===== src/rtl/seq_pkg.sv =====
// Shared definitions for the serial pattern generator: FSM states,
// default pattern and field widths.
package seq_pkg;

    typedef enum logic [1:0] {
        IDLE = 2'b00,
        SEND = 2'b01,
        GAP  = 2'b10,
        DONE = 2'b11
    } state_e;

    localparam int unsigned DEF_PAT_LEN = 7;
    localparam logic [6:0]  SEQ_1101100 = 7'b1101100;
    localparam int unsigned GAP_W       = 4;

endpackage


===== src/rtl/seq_dcnt.sv =====
// Loadable down-counter with enable and zero flag; load has priority
// over enable.
module seq_dcnt #(
    parameter int unsigned W = 4
) (
    input  logic         clk,
    input  logic         rst,
    input  logic         load,
    input  logic         en,
    input  logic [W-1:0] load_val,
    output logic [W-1:0] cnt,
    output logic         zero
);

    logic [W-1:0] cnt_q, cnt_d;

    always_comb begin
        cnt_d = cnt_q;
        if (load) begin
            cnt_d = load_val;
        end else if (en) begin
            cnt_d = cnt_q - W'(1);
        end
    end

    always_ff @(posedge clk or posedge rst) begin
        if (rst) begin
            cnt_q <= '0;
        end else begin
            cnt_q <= cnt_d;
        end
    end

    assign cnt  = cnt_q;
    assign zero = (cnt_q == '0);

endmodule


===== src/rtl/seq_pattern_gen.sv =====
// Serial pattern transmitter: sends PATTERN MSB-first `reps` times with
// `gap` idle zero bits between repetitions; all outputs registered.
module seq_pattern_gen
    import seq_pkg::*;
#(
    parameter int unsigned         PAT_LEN = DEF_PAT_LEN,
    parameter logic [PAT_LEN-1:0]  PATTERN = SEQ_1101100,
    parameter int unsigned         CNT_W   = 8
) (
    input  logic             clk,
    input  logic             rst,
    input  logic             start,
    input  logic             abort,
    input  logic [CNT_W-1:0] reps,
    input  logic [3:0]       gap,
    output logic             seq,
    output logic             valid,
    output logic             frame,
    output logic             busy,
    output logic             done
);

    localparam int unsigned        IDX_W    = $clog2(PAT_LEN);
    localparam logic [IDX_W-1:0]   IDX_LAST = IDX_W'(PAT_LEN - 1);

    state_e             state_q, state_d;
    logic [GAP_W-1:0]   gap_lat_q, gap_lat_d;
    logic               seq_q, seq_d;
    logic               valid_q, valid_d;
    logic               frame_q, frame_d;
    logic               busy_q, busy_d;
    logic               done_q, done_d;

    logic               idx_load, idx_en, idx_zero;
    logic [IDX_W-1:0]   idx_cnt, idx_nxt;
    logic               gap_load, gap_en, gap_zero;
    logic               rep_load, rep_en, rep_zero;
    logic [GAP_W-1:0]   unused_gap_cnt;
    logic [CNT_W-1:0]   unused_rep_cnt;

    // Repetition and gap counters hold "remaining minus one" so the zero
    // flag marks the last repetition / last gap cycle.
    seq_dcnt #(.W(IDX_W)) u_idx (
        .clk      (clk),
        .rst      (rst),
        .load     (idx_load),
        .en       (idx_en),
        .load_val (IDX_LAST),
        .cnt      (idx_cnt),
        .zero     (idx_zero)
    );

    seq_dcnt #(.W(GAP_W)) u_gap (
        .clk      (clk),
        .rst      (rst),
        .load     (gap_load),
        .en       (gap_en),
        .load_val (gap_lat_q - GAP_W'(1)),
        .cnt      (unused_gap_cnt),
        .zero     (gap_zero)
    );

    seq_dcnt #(.W(CNT_W)) u_rep (
        .clk      (clk),
        .rst      (rst),
        .load     (rep_load),
        .en       (rep_en),
        .load_val (reps - CNT_W'(1)),
        .cnt      (unused_rep_cnt),
        .zero     (rep_zero)
    );

    always_comb begin
        state_d   = state_q;
        gap_lat_d = gap_lat_q;
        idx_load  = 1'b0;
        idx_en    = 1'b0;
        gap_load  = 1'b0;
        gap_en    = 1'b0;
        rep_load  = 1'b0;
        rep_en    = 1'b0;

        unique case (state_q)
            IDLE: begin
                if (start) begin
                    if (reps != '0) begin
                        gap_lat_d = gap;
                        rep_load  = 1'b1;
                        idx_load  = 1'b1;
                        state_d   = SEND;
                    end else begin
                        state_d = DONE;
                    end
                end
            end
            SEND: begin
                if (abort) begin
                    state_d = DONE;
                end else if (idx_zero) begin
                    if (rep_zero) begin
                        state_d = DONE;
                    end else begin
                        rep_en = 1'b1;
                        if (gap_lat_q == '0) begin
                            idx_load = 1'b1;
                        end else begin
                            gap_load = 1'b1;
                            state_d  = GAP;
                        end
                    end
                end else begin
                    idx_en = 1'b1;
                end
            end
            GAP: begin
                if (abort) begin
                    state_d = DONE;
                end else if (gap_zero) begin
                    idx_load = 1'b1;
                    state_d  = SEND;
                end else begin
                    gap_en = 1'b1;
                end
            end
            DONE: begin
                state_d = IDLE;
            end
            default: begin
                state_d = IDLE;
            end
        endcase

        // Outputs are registered, so they are derived from the next state
        // and the index value the counter is about to take.
        idx_nxt = idx_load ? IDX_LAST : (idx_en ? idx_cnt - IDX_W'(1) : idx_cnt);
        valid_d = (state_d == SEND);
        seq_d   = valid_d && PATTERN[idx_nxt];
        frame_d = valid_d && idx_load;
        busy_d  = (state_d != IDLE);
        done_d  = (state_d == DONE);
    end

    always_ff @(posedge clk or posedge rst) begin
        if (rst) begin
            state_q   <= IDLE;
            gap_lat_q <= '0;
            seq_q     <= 1'b0;
            valid_q   <= 1'b0;
            frame_q   <= 1'b0;
            busy_q    <= 1'b0;
            done_q    <= 1'b0;
        end else begin
            state_q   <= state_d;
            gap_lat_q <= gap_lat_d;
            seq_q     <= seq_d;
            valid_q   <= valid_d;
            frame_q   <= frame_d;
            busy_q    <= busy_d;
            done_q    <= done_d;
        end
    end

    assign seq   = seq_q;
    assign valid = valid_q;
    assign frame = frame_q;
    assign busy  = busy_q;
    assign done  = done_q;

endmodule


===== config.mk =====
export PLATFORM = sky130hd
export DESIGN_NAME = seq_pattern_gen
export DESIGN_NICKNAME = d
export VERILOG_FILES = /design/src/rtl/seq_pkg.sv /design/src/rtl/seq_dcnt.sv /design/src/rtl/seq_pattern_gen.sv
export SDC_FILE = /design/constraint.sdc
export NUM_CORES = 1
export LEC_CHECK = 0
export CAP_MARGIN = 20
export CORE_ASPECT_RATIO = 1.2
export CORE_UTILIZATION = 40
export DETAILED_ROUTE_END_ITERATION = 10
export PLACE_DENSITY = 0.6
export SYNTH_ARGS = -nofsm -noshare
export SYNTH_HDL_FRONTEND = slang
export SYNTH_SLANG_ARGS = --single-unit

===== constraint.sdc =====
create_clock -name clk -period 4.65 [get_ports clk]
set_input_delay 0.6975 -clock clk [delete_from_list [all_inputs] [get_ports clk]]
set_output_delay 0.6975 -clock clk [all_outputs]
set_load 0.05 [all_outputs]

==> results of run 1 <==
==> state kept, by name (all words and copies together), names as in the netlist <==
name / flops
done: 1
gap_lat_q: 4
frame: 1
u_idx.cnt: 3
state_q: 2
busy: 1
u_rep.cnt: 8
seq: 1
valid: 1
u_gap.cnt: 4
==> final cells by class <==
cell class                 instances  area, um2  share of cell area, %
multi-input combinational        143        920                   47.5
sequential                        26        651                   33.6
timing repair buffer              21        228                   11.8
tap                               54       67.6                   3.49
clock buffer                       3       41.3                   2.13
inverter                           8       30.0                   1.55
==> power by group <==
| group | total (W) | leakage, nW | internal [W] | switching (W) |
|---|---|---|---|---|
| logic | 0.000550 | 0.484 | 0.000235 | 0.000315 |
| clock network | 0.000126 | 0.0216 | 0.0000579 | 0.0000685 |
| registers | 0.000443 | 0.312 | 0.000329 | 0.000114 |
| total | 0.00112 | 0.817 | 0.000622 | 0.000498 |
==> per-layer routing <==
metal | share of wire [%] | GRT usage [%]
met1 | 45 | 23.7
met2 | 50 | 31.1
met3 | 3.6 | 2.32
met4 | 1.7 | 6.06
met5 | 0 | 0
==> tightest hold or removal path: stages (launching register included) <==
cell and delay (ns):
sky130_fd_sc_hd__dfrtp_1 0.38, sky130_fd_sc_hd__nand3_1 0.07, sky130_fd_sc_hd__nand2_1 0.06
==> cell families after synthesis <==
family	Yosys count	synth area share [%]
and+or+nand+nor	83	25.8
AOI/OAI and AO/OA	44	20.2
DFF	26	39.6
buffers and inverters	14	4.49
xor gates and xnor gates	7	3.73
muxes	5	3.12
adders and majority gates	4	3.04
==> through the flow <==
stage | power (W) | cell area [um2] | std cells | util (%) | hold slack (ns)
final | 0.00112 | 1940 | 255 | 49.1 | 0.541
after global routing | 0.00121 | 1940 | 255 | 49.1 | 0.552
after CTS | 0.00112 | 1910 | 254 | 48.4 | 0.535
after detailed placement | 0.000992 | 1870 | 251 | 47.4 | 0.513
after global placement | 0.000975 | 1870 | 251 | 47.4 | 0.502
after floorplan | 0.000856 | 1640 | 183 | - | 0.474
==> worst max path at each step <==
stage,startpoint,to,slack (ns),cells past startpoint
floorplan,reps[7],u_rep.cnt[6],1.62,10
global placement,reps[5],u_rep.cnt[6],0.91,9
detailed placement,reps[5],u_rep.cnt[6],0.76,9
CTS,reps[5],u_rep.cnt[6],1.06,9
global route,reps[5],u_rep.cnt[6],0.83,9
finish,reps[5],u_rep.cnt[6],1.05,9
==> cell usage in the layout, fill, tap and decap left out, types with 5 or more instances in the layout <==
master / n
sky130_fd_sc_hd__nand2_1: 24
sky130_fd_sc_hd__nor3_1: 5
sky130_fd_sc_hd__nor2_1: 20
sky130_fd_sc_hd__dfrtp_1: 26
sky130_fd_sc_hd__xnor2_1: 5
sky130_fd_sc_hd__clkdlybuf4s50_1: 20
sky130_fd_sc_hd__inv_1: 8
sky130_fd_sc_hd__a21oi_1: 11
==> reports/results.md, run 1 <==
## Finish
• 399 — number of inserted filler cells in the final layout
• 223 — number of nets in the layout
• 7.46% — proportion of layout cells with a drive suffix above 1
• 0 — number of antenna cells inserted
• 17.8% — area grow syn2layout

## Critical path
• clkdlybuf4s50_1 -> nor4_1 -> a31o_1 -> mux2i_1 -> ha_1 -> nand2_1 -> o211ai_1 -> nand2_1 -> or3_1 — cell-by-cell listing of the critical path
• state_q[1] — worst r2r src
• 19 — critical-path maximum fanout
• 1.64 ns — setup slack of the worst register-to-register path
• 8 — number of cells on the worst reg-to-reg path
• 3.74 ns — WP data arrival
• 1 — CP Buf/Inv Count
• primary input to flip-flop — category of the most critical setup path
• simple AND/OR/NAND/NOR gates — largest delay contributor family on the critical path
• 4.80 ns — required time of the worst setup path
• 0.71 ns — CP max stage delay
• flip-flop — type of destination of the critical path
• primary input — Worst setup SP type
• sky130_fd_sc_hd__a31o_1 — Critical Path Slowest Stage Cell
• u_rep.cnt[6] — Worst R2R End
• sky130_fd_sc_hd__nand2_1 — most frequent cell on the critical path

## Pwr
• 0.817 nW — leakage power
• 0.227 mV — maximum vdd drop
• 578 nW/um2 — power density over the cells

## Placed design
• 2.79 mm — final HPWL from detailed placement
• 20 — number of input and output port buffers inserted
• 0.921 — final weighted congestion of routability-driven global placement
• 0.762 ns — pre-CTS setup slack

## Routing
• 0 — detailed-route DRC error count
• 1466 — vias
• 4 — count of TritonRoute iterations in the first routing pass
• 5.75 — via-per-instance ratio
• 34 — Starting DRT DRC Count
• 14.3 um — post-DR wirelength/cell
• 0 — remaining antenna violation count
• 3.65 mm — total detailed-routing wirelength

## STA
• 3.60 ns — final worst path period need
• 278 MHz — Fmax achieved
• 1.05 ns — fin worst setup slack
• 0 — Hold Violations, Final
• 0 — Final Max Slew Viols
• 77.3% — ratio of final minimum period to clock period
• no — setup repair after global routing missed its margin
• 0.00808 ns — skew final
• 0 ns — final-layout setup total negative slack
• 0.870 ns — worst slew pin tran
• 41.3% — worst slew margin relative to its limit
• 0 — Final setup violation count

## Synthesis
• 203 — post-synthesis net count
• sky130_fd_sc_hd__dfrtp_1 (40%), sky130_fd_sc_hd__nand2_1 (5.5%), sky130_fd_sc_hd__nor2_1 (4.6%) — largest cells by area after synthesis
• 1640 um2 — Post-Synthesis Cell Area
• sky130_fd_sc_hd__dfrtp_1 (26), sky130_fd_sc_hd__nand2_1 (24), sky130_fd_sc_hd__nor2_1 (20) — synth cell count leaders
• sky130_fd_sc_hd__dfrtp_1 — leading register cell type out of synthesis
• 0 — synth warn
• 26 — FF+latch count, synth
• 39.6% — post-synth top area share
• 55 — Netlist cell types
• 39.6% — part of the Yosys area used for sequential elements
• 183 — instance count of the mapped netlist
• 100% — proportion of register bits with asynchronous set or reset after synthesis
• sky130_fd_sc_hd__dfrtp_1 — top-count cell post-synth
• 0 — Post-synth EDFFs
• sky130_fd_sc_hd__dfrtp_1 — most area-hungry cell type in the Yosys netlist
• 8.98 um2 — Mean Syn Cell Area

## Clock network
• 0 — number of resized instances in the post-cts repair step
• sky130_fd_sc_hd__clkbuf_8 — root buffer selected by CTS
• 0 — Post-CTS Setup Bufs
• 2 — clock buffer depth
• 1 — H-tree levels
• 0.27 ns — clock insertion delay at the later pin of the skew report
• 3 — Inserted Clock Buffers
• done — CTS tree
• 0.09 ns — Reg clk slew, reported paths
• 0 — number of buffers inserted for hold repair after clock tree synthesis
• 26 — CTS sink count

## Worst hold path
• u_gap.cnt[3] — Endpoint, Worst Hold
• 2 — hold path cells
• u_gap.cnt[3] — Worst Min Path Start
• flip-flop to flip-flop — class of the tightest hold or removal check

## Job
• 0 — MaxCap Viol Count

## GRT
• 0 — number of antenna violations at the first check in global routing
• 0 — global-route congestion overflow total
• 6.13 mm — global-route wire length before repair
• 18.3% — Total Routing Usage GR
• 1365 — number of global-route vias before repair
• 27 — pin count of the biggest net entering global routing

## Die
• 72.2 um — Die Span Y
• 41.7% — starting density of the core
• 25 — row count
• 60.5 um — Die Width
• 21 — Top Ports
• 3940 um2 — core footprint
• 4370 um2 — floorplan die area

## Outcome
• complete, no violations — run status

(Power assumes the default switching activity.)
==> run 2, diff against run 1 <==
- clock period: 4.65 -> 3.5 ns (I/O delays scaled with it)
==> run 2 against run 1 <==
Largest cell class unchanged. Cell count increased by 2.4%. Die area unchanged. Register-to-register slack got worse by 0.83 ns. Clock skew fell by 0.0027 ns. Critical path depth is the same. Clock-buffer cell count increased by 1. Worst setup slack got worse by 0.49 ns. Final area rose by 2.6%. Highest routed layer unchanged. Critical path type unchanged.
==> reports/results.md, run 2 (synthesis results as in run 1) <==
## Clock network
• 2 — clock buffer depth, unchanged
• 0.09 ns — Reg clk slew, reported paths, about the same
• 0 — number of resized instances in the post-cts repair step, unchanged
• 1 — H-tree levels, unchanged
• 3 — Inserted Clock Buffers, unchanged
• 0 — number of buffers inserted for hold repair after clock tree synthesis, unchanged
• 0 — Post-CTS Setup Bufs, unchanged
• done — CTS tree, unchanged
• sky130_fd_sc_hd__clkbuf_8 — root buffer selected by CTS, unchanged
• 0.27 ns — clock insertion delay at the later pin of the skew report, about the same
• 26 — CTS sink count, unchanged

## STA
• 83.9% — ratio of final minimum period to clock period
• 0.00540 ns — skew final, was 0.00808 ns
• 0 ns — final-layout setup total negative slack, unchanged
• 0.877 ns — worst slew pin tran, was 0.870 ns
• 40.8% — worst slew margin relative to its limit, was 41.3%
• 340 MHz — Fmax achieved
• 0.439 ns — worst hold slack across all endpoints, was 0.541 ns
• 2.94 ns — final worst path period need
• no — setup repair after global routing missed its margin, unchanged
• 0 — Hold Violations, Final, unchanged
• 0 — Final setup violation count, unchanged
• 0 — Final Max Slew Viols, unchanged

## Routing
• 5.55 — via-per-instance ratio, was 5.75
• 1449 — vias, was 1466
• 14.2 um — post-DR wirelength/cell, was 14.3 um
• 1.64 mm — wire length the detailed router placed on met1, about the same
• 0 — remaining antenna violation count, unchanged
• met4 — Top Metal Used, unchanged
• 1.88 mm — wire length on met2, was 1.81 mm
• 0 — detailed-route DRC error count, unchanged
• 3.69 mm — total detailed-routing wirelength, was 3.65 mm
• 54 — Starting DRT DRC Count, was 34
• 120 um — DR WL met3, was 131 um
• 4 — count of TritonRoute iterations in the first routing pass, unchanged

## Die
• 4370 um2 — floorplan die area, unchanged
• 3940 um2 — core footprint, unchanged
• 21 — Top Ports, unchanged
• 60.5 um — Die Width, unchanged
• 41.7% — starting density of the core, unchanged
• 25 — row count, unchanged
• 72.2 um — Die Span Y, unchanged

## Critical path
• 3.65 ns — required time of the worst setup path, was 4.80 ns
• flip-flop — type of destination of the critical path, unchanged
• 3.09 ns — WP data arrival, was 3.74 ns
• primary input to flip-flop — category of the most critical setup path, unchanged
• primary input — Worst setup SP type, unchanged
• 7 — critical-path maximum fanout, was 19

## Placed design
• 20 — number of input and output port buffers inserted, unchanged
• 0.897 — final weighted congestion of routability-driven global placement, was 0.921
• 2.88 mm — final HPWL from detailed placement, was 2.79 mm
• 256 — DP Cell Count, was 251

## Job
• 0 — MaxCap Viol Count, unchanged

## GRT
• 0 — global-route congestion overflow total, unchanged
• 27 — pin count of the biggest net entering global routing, unchanged
• 1388 — number of global-route vias before repair, was 1365
• 0 — number of antenna violations at the first check in global routing, unchanged
• 19.2% — Total Routing Usage GR, was 18.3%
• 6.41 mm — global-route wire length before repair, was 6.13 mm

## Worst hold path
• primary input to asynchronous set/reset pin — class of the tightest hold or removal check, was flip-flop to flip-flop

## Finish
• 8 — flip-flop count of the largest register, all copies and words added, unchanged
• 228 — number of nets in the layout, was 223
• 20.9% — area grow syn2layout, was 17.8%
• sky130_fd_sc_hd__dfrtp_1 — most common cell after layout, fill and taps aside, unchanged
• 261 — Non-Filler Instances, was 255
• sky130_fd_sc_hd__dfrtp_1 (26), sky130_fd_sc_hd__nand2_1 (24), sky130_fd_sc_hd__nor2_1 (20), sky130_fd_sc_hd__clkdlybuf4s50_1 (20), sky130_fd_sc_hd__a21oi_1 (11) — most frequent cells in the layout, unchanged
• 0 — number of antenna cells inserted, unchanged
• 10.1% — proportion of layout cells with a drive suffix above 1, was 7.46%

## Pwr
• 768 nW/um2 — power density over the cells, was 578 nW/um2
• 0.849 nW — leakage power, was 0.817 nW
• 0.00153 W — total power after layout, was 0.00112 W
• 0.264 mV — maximum vdd drop, was 0.227 mV

## Outcome
• complete, no violations — run status, unchanged

==> run 2: cell count changes in the layout (fill, tap and decap cells not counted) <==
| cell | delta |
|---|---|
| sky130_fd_sc_hd__clkbuf_8 | +1 |
| sky130_fd_sc_hd__buf_4 | +5 |
==> run 2: final cells by class <==
class                      instances  area [um2]
inverter                           8        30.0
sequential                        26         651
fill                             392        1950
clock buffer                       4        55.1
timing repair buffer              26         265
multi-input combinational        143         920
tap                               54        67.6
==> run 2: per-layer routing <==
layer,up-vias,global-route usage (%)
met5,-,0
met4,0,6.82
met3,5,2.67
met2,40,32.5
met1,686,24.5
li1,718,-
==> run 2: critical path: stages <==
cell and delay (ns):
sky130_fd_sc_hd__clkdlybuf4s50_1 0.51, sky130_fd_sc_hd__or3b_1 0.48, sky130_fd_sc_hd__a31o_1 0.28, sky130_fd_sc_hd__a22oi_1 0.20
sky130_fd_sc_hd__ha_1 0.33, sky130_fd_sc_hd__nand2_1 0.15, sky130_fd_sc_hd__o211ai_1 0.19, sky130_fd_sc_hd__nand2_1 0.07
sky130_fd_sc_hd__or3_1 0.36
==> run 2: final timing paths <==
check                             start           end  slack [ns]  cells after the start
setup / recovery                  start  u_rep.cnt[6]        0.56                      9
hold / removal                      rst  u_gap.cnt[0]        0.44                      2
setup reg to reg             state_q[1]  u_rep.cnt[6]        0.81                      8
hold reg to reg            u_idx.cnt[1]  u_idx.cnt[1]        0.52                      2
max in group asynchronous           rst  u_rep.cnt[5]        2.69                      3
min in group clk           u_idx.cnt[1]  u_idx.cnt[1]        0.52                      2
==> run 2: report_power, final <==
part	leakage [nW]	switching [W]	internal (W)
clock network	0.0288	0.0000926	0.000101
registers	0.312	0.000152	0.000437
logic	0.508	0.000416	0.000329
==> run 2: through the flow <==
stage / instance area [um2] / worst slack (ns) / util (%)
2_1_floorplan: 1640 / 0.647 / -
3_3_place_gp: 1910 / 0.364 / 48.3
3_5_place_dp: 1910 / 0.288 / 48.3
4_1_cts: 1960 / 0.579 / 49.7
5_1_grt: 1990 / 0.427 / 50.4
6_report: 1990 / 0.563 / 50.4
==> run 3, diff against run 2 <==
- PLACE_DENSITY: 0.6 -> 0.62
- clock period: 3.5 -> 2.7 ns (I/O delays scaled with it)
==> run 3 against run 2 <==
Utilization up 2.8 points. Worst setup slack lost 0.43 ns. Die area unchanged. Hold slack better by 0.056 ns. Clock-buffer cell count shrank 1. Register-to-register slack got worse by 0.58 ns. First-iteration DRC count grew 24%. Critical endpoint unchanged. Total power grew 39%. Via count increased by 6.5%. Global-route usage grew 1.1 points. Final area grew 5.6%.
==> reports/results.md, run 3 (synthesis results as in run 1) <==
## Outcome
• complete, no violations — run status, unchanged

## Routing
• 0 — remaining antenna violation count, unchanged
• 0 — detailed-route DRC error count, unchanged
• 3.96 mm — total detailed-routing wirelength, was 3.69 mm
• 4 — count of TritonRoute iterations in the first routing pass, unchanged
• 67 — Starting DRT DRC Count, was 54
• 5.59 — via-per-instance ratio, was 5.55
• 1543 — vias, was 1449
• 14.3 um — post-DR wirelength/cell, was 14.2 um

## Pwr
• 0.923 nW — leakage power, was 0.849 nW
• 1010 nW/um2 — power density over the cells, was 768 nW/um2
• 15.8% — proportion of power drawn by the clock network, was 12.6%
• 0.347 mV — maximum vdd drop, was 0.264 mV
• 41.9% — switch share, was 43.3%
• 0.00123 W — cell-internal power, was 0.000866 W
• 35.1% — part of the power in registers, was 38.6%
• 0.000891 W — net switching power, was 0.000662 W
• 49.1% — Comb power frac, was 48.8%

## Finish
• sky130_fd_sc_hd__dfrtp_1 (26), sky130_fd_sc_hd__nand2_1 (24), sky130_fd_sc_hd__buf_4 (21), sky130_fd_sc_hd__nor2_1 (20), sky130_fd_sc_hd__clkdlybuf4s50_1 (20) — most frequent cells in the layout, was sky130_fd_sc_hd__dfrtp_1 (26), sky130_fd_sc_hd__nand2_1 (24), sky130_fd_sc_hd__nor2_1 (20), sky130_fd_sc_hd__clkdlybuf4s50_1 (20), sky130_fd_sc_hd__a21oi_1 (11)
• 27.7% — area grow syn2layout, was 20.9%
• 243 — number of nets in the layout, was 228
• 16.7% — proportion of layout cells with a drive suffix above 1, was 10.1%
• sky130_fd_sc_hd__dfrtp_1 — most common cell after layout, fill and taps aside, unchanged
• 8 — flip-flop count of the largest register, all copies and words added, unchanged
• 0 — number of antenna cells inserted, unchanged

## Die
• 25 — row count, unchanged
• 72.2 um — Die Span Y, unchanged
• 3940 um2 — core footprint, unchanged
• 60.5 um — Die Width, unchanged
• 41.7% — starting density of the core, unchanged
• 4370 um2 — floorplan die area, unchanged
• 21 — Top Ports, unchanged

## Clock network
• 1 — H-tree levels, unchanged
• sky130_fd_sc_hd__clkbuf_8 — root buffer selected by CTS, unchanged
• done — CTS tree, unchanged
• 2 — clock buffer depth, unchanged
• 3 — Inserted Clock Buffers, unchanged
• 0.28 ns — clock insertion delay at the later pin of the skew report, was 0.27 ns
• 0 — number of resized instances in the post-cts repair step, unchanged
• 0 — number of buffers inserted for hold repair after clock tree synthesis, unchanged
• 26 — CTS sink count, unchanged
• 0 — Post-CTS Setup Bufs, unchanged
• 0.10 ns — Reg clk slew, reported paths, was 0.09 ns

## GRT
• 27 — pin count of the biggest net entering global routing, unchanged
• 0 — global-route congestion overflow total, unchanged
• 0 — number of antenna violations at the first check in global routing, unchanged
• 6.71 mm — global-route wire length before repair, was 6.41 mm
• 20.3% — Total Routing Usage GR, was 19.2%
• 1535 — number of global-route vias before repair, was 1388

## STA
• 0 — Final setup violation count, unchanged
• 0 — Hold Violations, Final, unchanged
• 0.00776 ns — skew final, was 0.00540 ns
• no — setup repair after global routing missed its margin, unchanged
• 390 MHz — Fmax achieved
• 0.938 ns — worst slew pin tran, was 0.877 ns
• 0 ns — final-layout setup total negative slack, unchanged
• 36.7% — worst slew margin relative to its limit, was 40.8%
• 0.137 ns — fin worst setup slack, was 0.563 ns
• 0 — Final Max Slew Viols, unchanged
• 94.9% — ratio of final minimum period to clock period
• 2.56 ns — final worst path period need

## Critical path
• flip-flop — type of destination of the critical path, unchanged
• u_rep.cnt[6] — Worst R2R End, unchanged
• state_q[0] — worst r2r src, was state_q[1]
• 4 — critical-path maximum fanout, was 7
• primary input — Worst setup SP type, unchanged
• 2.73 ns — WP data arrival, was 3.09 ns
• primary input to flip-flop — category of the most critical setup path, unchanged
• 2.86 ns — required time of the worst setup path, was 3.65 ns
• 8 — number of cells on the worst reg-to-reg path, unchanged
• 0.23 ns — setup slack of the worst register-to-register path, was 0.81 ns

## Placed design
• -0.117 ns — pre-CTS setup slack, was 0.288 ns
• 20 — number of input and output port buffers inserted, unchanged
• 3.02 mm — final HPWL from detailed placement, was 2.88 mm
• 0.912 — final weighted congestion of routability-driven global placement, was 0.897

## Worst hold path
• primary input to asynchronous set/reset pin — class of the tightest hold or removal check, unchanged

## Job
• 0 — MaxCap Viol Count, unchanged

==> run 3: layout make-up <==
| class | instances | area [um2] |
|---|---|---|
| Fill cell | 376 | 1840 |
| Multi-Input combinational cell | 143 | 922 |
| Sequential cell | 26 | 651 |
| Timing Repair Buffer | 41 | 358 |
| Tap cell | 54 | 67.6 |
| Clock buffer | 3 | 41.3 |
| Clock inverter | 1 | 30.0 |
| Inverter | 8 | 30.0 |
==> run 3: how the worst max path moves through the flow <==
stage                       startpoint  slack [ns]            to  depth (start not counted)
after floorplan             state_q[1]       0.008  u_rep.cnt[6]                         12
after global placement           start       -0.04  u_rep.cnt[6]                          9
after detailed placement         start       -0.12  u_rep.cnt[6]                          9
after CTS                 u_rep.cnt[3]        0.16  u_gap.cnt[2]                          8
after global routing           reps[5]        0.01  u_rep.cnt[6]                         10
final                            start        0.14  u_rep.cnt[6]                          9
==> run 3: power by group through the flow <==
stage / sequential (W) / clock (W) / combinational, W
6_report: 0.000746 / 0.000335 / 0.00104
5_1_grt: 0.000776 / 0.000352 / 0.00115
4_1_cts: 0.000741 / 0.000340 / 0.00104
3_5_place_dp: 0.000750 / 0 / 0.00104
3_3_place_gp: 0.000741 / 0 / 0.00101
2_1_floorplan: 0.000790 / 0 / 0.000685
==> run 3: worst max-delay path, stage by stage <==
cell and delay, ns:
sky130_fd_sc_hd__clkdlybuf4s50_1 0.48, sky130_fd_sc_hd__or3b_1 0.38, sky130_fd_sc_hd__a31o_1 0.25, sky130_fd_sc_hd__a22oi_1 0.21, sky130_fd_sc_hd__ha_1 0.25, sky130_fd_sc_hd__nand2_1 0.11, sky130_fd_sc_hd__o211ai_1 0.18, sky130_fd_sc_hd__nand2_1 0.06
sky130_fd_sc_hd__or3_1 0.39
==> run 3: per-stage QoR <==
stage	hold slack [ns]	instances	util [%]	total power (W)	area, um2
3_3_place_gp	0.503	272	51.4	0.00175	2030
4_1_cts	0.510	276	53.2	0.00212	2100
6_report	0.495	276	53.3	0.00212	2100
3_5_place_dp	0.510	272	51.4	0.00179	2030
2_1_floorplan	0.445	183	-	0.00148	1650
5_1_grt	0.552	276	53.3	0.00228	2100
==> run 3: per-layer routing <==
metal	track usage [%]	share of wire [%]
met2	35.5	50
met4	8.84	2.5
met1	23.7	42
met3	3.74	5.2
met5	0	0
